`src/rtl/aes_key_vault.sv`:
```
// Key storage vault: write-only AES key slots with sticky per-slot locks,
// valid tracking and a word-serial hardware zeroize sequencer.
module aes_key_vault #(
    parameter int unsigned NumKeys   = 3,
    parameter int unsigned KeyWords  = 4,
    parameter int unsigned AddrWidth = 8,
    parameter int unsigned DataWidth = 32
) (
    input  logic                                  clk_i,
    input  logic                                  rst_i,
    input  logic                                  req_i,
    input  logic                                  we_i,
    input  logic [AddrWidth-1:0]                  addr_i,
    input  logic [DataWidth-1:0]                  wdata_i,
    output logic                                  gnt_o,
    output logic                                  rvalid_o,
    output logic [DataWidth-1:0]                  rdata_o,
    output logic                                  err_o,
    output logic [NumKeys*KeyWords*DataWidth-1:0] key_o,
    output logic [NumKeys-1:0]                    key_valid_o,
    output logic                                  busy_o
);

    localparam int unsigned KW   = NumKeys * KeyWords;
    localparam int unsigned IdxW = (KW > 1) ? $clog2(KW) : 1;

    localparam logic [AddrWidth-1:0] AddrLock   = AddrWidth'(KW);
    localparam logic [AddrWidth-1:0] AddrZero   = AddrWidth'(KW + 1);
    localparam logic [AddrWidth-1:0] AddrStatus = AddrWidth'(KW + 2);

    if (KW + 2 >= 2 ** AddrWidth) begin : g_addr_chk
        $error("aes_key_vault: register map does not fit in AddrWidth");
    end
    if (DataWidth != 32) begin : g_data_chk
        $error("aes_key_vault: DataWidth must be 32");
    end
    if (NumKeys < 1 || NumKeys > 16) begin : g_keys_chk
        $error("aes_key_vault: NumKeys must be 1..16");
    end

    typedef enum logic {S_IDLE, S_WIPE} state_e;

    state_e                      r_state, w_state_next;
    logic [IdxW-1:0]             r_idx, w_idx_next;
    logic [KW-1:0][DataWidth-1:0] r_key;
    logic [KW-1:0]               r_written;
    logic [NumKeys-1:0]          r_lock;
    logic                        r_rvalid;
    logic [DataWidth-1:0]        r_rdata;
    logic                        r_err;

    logic                        w_gnt;
    logic                        w_is_key;
    logic                        w_lock_hit;
    logic [IdxW-1:0]             w_widx;
    logic                        w_key_we;
    logic                        w_lock_we;
    logic                        w_zero_start;
    logic [DataWidth-1:0]        w_rdata;
    logic                        w_err;

    assign w_gnt       = req_i && (r_state == S_IDLE);
    assign gnt_o       = w_gnt;
    assign busy_o      = (r_state == S_WIPE);
    assign rvalid_o    = r_rvalid;
    assign rdata_o     = r_rdata;
    assign err_o       = r_err;
    assign key_o       = r_key;
    assign w_is_key    = (addr_i < AddrLock);
    assign w_widx      = IdxW'(addr_i);

    for (genvar k = 0; k < NumKeys; k++) begin : g_valid
        assign key_valid_o[k] = &r_written[k*KeyWords +: KeyWords];
    end

    // Lock of the slot the current key-word address falls in.
    always_comb begin
        w_lock_hit = 1'b0;
        for (int k = 0; k < NumKeys; k++) begin
            if (addr_i >= AddrWidth'(k * KeyWords) && addr_i < AddrWidth'((k + 1) * KeyWords))
                w_lock_hit = w_lock_hit | r_lock[k];
        end
    end

    // Register decode: response data/error and write strobes.
    always_comb begin
        w_rdata      = '0;
        w_err        = 1'b0;
        w_key_we     = 1'b0;
        w_lock_we    = 1'b0;
        w_zero_start = 1'b0;
        if (w_is_key) begin
            if (we_i && !w_lock_hit) w_key_we = w_gnt;
            else                     w_err    = 1'b1;
        end else if (addr_i == AddrLock) begin
            if (we_i) w_lock_we = w_gnt;
            else      w_rdata   = DataWidth'(r_lock);
        end else if (addr_i == AddrZero) begin
            w_zero_start = w_gnt && we_i && wdata_i[0];
        end else if (addr_i == AddrStatus) begin
            if (!we_i) w_rdata = DataWidth'({busy_o, key_valid_o});
        end else begin
            w_err = 1'b1;
        end
    end

    always_ff @(posedge clk_i) begin
        if (rst_i) begin
            r_state <= S_IDLE;
            r_idx   <= '0;
        end else begin
            r_state <= w_state_next;
            r_idx   <= w_idx_next;
        end
    end

    always_comb begin
        w_state_next = r_state;
        w_idx_next   = r_idx;
        case (r_state)
            S_IDLE: begin
                if (w_zero_start) begin
                    w_state_next = S_WIPE;
                    w_idx_next   = '0;
                end
            end
            S_WIPE: begin
                if (r_idx == IdxW'(KW - 1)) begin
                    w_state_next = S_IDLE;
                    w_idx_next   = '0;
                end else begin
                    w_idx_next = r_idx + IdxW'(1);
                end
            end
            default: w_state_next = S_IDLE;
        endcase
    end

    // Storage, locks and the registered bus response.
    always_ff @(posedge clk_i) begin
        if (rst_i) begin
            r_key     <= '0;
            r_written <= '0;
            r_lock    <= '0;
            r_rvalid  <= 1'b0;
            r_rdata   <= '0;
            r_err     <= 1'b0;
        end else begin
            r_rvalid <= w_gnt;
            r_rdata  <= w_gnt ? w_rdata : '0;
            r_err    <= w_gnt && w_err;
            if (w_key_we) begin
                r_key[w_widx]     <= wdata_i;
                r_written[w_widx] <= 1'b1;
            end
            if (w_lock_we) r_lock <= r_lock | wdata_i[NumKeys-1:0];
            if (r_state == S_WIPE) begin
                r_key[r_idx]     <= '0;
                r_written[r_idx] <= 1'b0;
            end
        end
    end

endmodule

```
`config.mk`:
```
export PLATFORM = sky130hd
export DESIGN_NAME = aes_key_vault
export DESIGN_NICKNAME = d
export VERILOG_FILES = /design/src/rtl/aes_key_vault.sv
export SDC_FILE = /design/constraint.sdc
export NUM_CORES = 1
export LEC_CHECK = 0
export CAP_MARGIN = 20
export CORE_AREA = 2 2 181 183
export CTS_CLUSTER_SIZE = 30
export DETAILED_ROUTE_END_ITERATION = 7
export DIE_AREA = 0 0 183 185
export DONT_BUFFER_PORTS = 1
export SYNTH_ARGS = -nofsm -noshare
export SYNTH_HDL_FRONTEND = slang
export SYNTH_SLANG_ARGS = --single-unit
export TNS_END_PERCENT = 10
```
`constraint.sdc`:
```
create_clock -name clk_i -period 1.9 [get_ports clk_i]
set_input_delay 0.38 -clock clk_i [delete_from_list [all_inputs] [get_ports clk_i]]
set_output_delay 0.38 -clock clk_i [all_outputs]
set_load 0.01 [all_outputs]
```
==> flow_summary.ini <==
[routing]
drc = 0
drtPass1Iterations = 5
met2_length_mm = 26.92
routed_wirelength_mm = 51.41
postRouteAntennaNets = 0
wl_per_cell_microns = 24.78
drt-vias-per-instance = 5.436
highest_layer = met4
route.vias.total = 11280
dr.first_iter.drc_count = 571
met1_length_mm = 17.93
dr_wl_met3_mm = 5.211

[die]
core-area_sq_um = 32040
die_area_sq_um = 33860
core.rowCount = 66
pin_count = 467
die_h_microns = 185
start_util = 0.4687
die_w_microns = 183

[cts]
clkTransAtPathRegs_ps = 60
cts_root_buf = clkbuf_16
cts_max_path_buffers = 3
cts_setup_buffers = 0
clkLatencyLatePin_ps = 530
cts_sinks = 410
cts_tree = done
htreeDepth = 2
cts_made_buffers = 41

[worst_setup_path]
r2r_start = r_idx[1]
crit_buf_inv = 2
critPathLaunchType = flop
critPathSlowestCell = nor3_1
worst_ep_arrival_time_ps = 1420
r2r_cells = 4
required_ps = 1520
end_kind = output port
cp_max_fo = 2
reg2reg_to = key_o[58]
path_delay_family = simple AND/OR/NAND/NOR gates
critical-path-max-stage-delay_ps = 330
path_cells = inv_1, nor3_1, buf_4
reg2reg_slack_ps = 140
critical_path_class = flop to output port

[yosys]
syn_area_per_cell_sq_um = 9.235
synth_ff_type = dfxtp_1
synth_top_family_by_area = simple AND/OR/NAND/NOR gates
synth_commonest_cells = dfxtp_1, nand2_1, nor2_1
synthXorXnorAreaFrac = 0
synth_edf_count = 0
syn_inst = 1626
yosysUniqueCellTypes = 43
synth_top_area_share = 0.5466
synth_mux_area_frac = 0.1528
synth_compound_area_frac = 0.06774
yosys.area_share.simple = 0.1710
synth.largest_area_cell = dfxtp_1
yosys.area_share.adder = 0.003333
async_flop_share = 0
yosysSeqAreaShare = 0.5466
netlist_area_sq_um = 15020
yosys_warnings = 0
synthTopCellsByArea = dfxtp_1, mux2i_1, nand2_1, nor2_1, a21oi_1
yosysMostFrequentCell = dfxtp_1
synth-seq-cells = 410

[timing]
period_minus_slack_ps = 1801
skew_ps = 21.03
fin_ws_ps = 99.20
hold_violations = 0
tns_ps = 0
setup_violations = 0
relSlewSlack = 0.3779
tightest_slew_ps = 933.2
slew_viol_final = 0
max_freq_ghz = 0.5553
rsz0062_at_grt = no
final.period_utilization = 0.9478

[layout]
drive_above_1_share = 0.08698
areaGrowthSynthToFinish_pct = 16.29
post-route-util = 0.5450
multi_input_area_sq_um = 6083
seqCellArea_sq_um = 8208
design_area_sq_um = 17460
antenna_cells = 0
fillers = 2897
finalNetCount = 1685

[job]
maxCapViolCount = 0

[grt]
grt-ovfl-total = 0
grt_start_max_net_pins = 34
grt_pass1_wl_mm = 73.49
grt_pass1_vias = 10580
grt_util_all_layers = 0.2937
antenna_found_initial = 0

[worst_hold_path]
hp-start = wdata_i[11]
min_to = key_o[139]
holdPathStages = 2
min_path_type = input pin to flop

[power_and_ir_drop]
peakVddDrop_uv = 790.7
p_leak_nw = 7.612
powerDensity_nw_per_um2 = 1001

[place]
placed_area_sq_um = 15420
pre_cts_ws_ps = 30.68
portBuffers = 0
gp_congestion = 0.7717
hpwl_mm = 30.44

[status]
outcome = finished, final reports clean
## where the power goes
part           internal [mW]  switching, mW
Clock                   4.94           3.29
Combinational          0.183          0.446
Sequential              8.60         0.0123
Total                   13.7           3.75
## state kept, by name, summed over array words and instances (netlist names)
signal,count
busy_o,1
err_o,1
rvalid_o,1
key_o,384
rdata_o,4
r_idx,4
r_written,12
r_lock,3
## final cells by class
type | instances | share of cell area
clock buffer | 62 | 0.07373
timing repair buffer | 105 | 0.06993
inverter | 11 | 0.002364
sequential | 410 | 0.4700
clock inverter | 11 | 0.006377
tap | 408 | 0.02923
multi-input combinational | 1068 | 0.3484
## cells by family (layout without fill, tap and decap cells)
logic type / Yosys count / count (layout)
mux: 229 / 229
other cells: 1 / 29
simple gates: 615 / 615
compound gates: 191 / 191
flops: 410 / 410
fa+ha+maj: 4 / 4
buf+inv: 176 / 189
## per-stage QoR
step                hold WS [ps]  std cells  total power, mW
detailed placement         443.8       1939            9.134
global route               2.537       2075            18.00
floorplan                  425.6       1654            9.152
finish                     12.41       2075            17.48
CTS                      0.04302       2074            17.62
global placement           432.3       1939            9.132
## cells in the final DEF (no fill, tap or decap), types with 4 or more instances in the layout
master         netlist  layout
ha_1                 4       4
a31o_2              11      10
nand2_1            325     325
inv_1               11      11
nand3_1              6       6
nor3_1               5       4
mux2i_1            227     227
buf_4               34      20
nand4_4              3       6
a31oi_1              4       4
dfxtp_1            410     410
dlygate4sd3_1        0      63
buf_12               0      22
clkbuf_8             1      14
clkbuf_16            0      43
nor2_1             241     241
conb_1               1      29
and4_2               4       4
a21oi_1            170     170
clkinv_2             0       7
nor2b_1              6       5
clkbuf_1            86       5
## what timing repair did
action,CTS,global route
setup endpoints to repair,0,34
endpoints found under the hold margin,293,1
resized for setup,0,2
hold buffers,62,1
## how the worst max path moves through the flow
stage                  from             end  slack [ps]  cells after the start
5_1_grt            r_idx[0]       key_o[89]          30                      4
6_report       r_written[7]  key_valid_o[1]         100                      3
3_3_place_gp      addr_i[7]        r_idx[0]          50                      4
3_5_place_dp      addr_i[7]        r_idx[0]          30                      4
4_1_cts        r_written[3]  key_valid_o[0]           5                      3
2_1_floorplan     addr_i[7]      key_o[128]         110                      6
## layer usage
layer | vias to the layer above | GRT usage
li1 | 5288 | -
met1 | 5434 | 0.3017
met2 | 472 | 0.5523
met3 | 85 | 0.1119
met4 | 0 | 0.08640
met5 | - | 0
No activity file was read; power rests on OpenSTA's default activity.
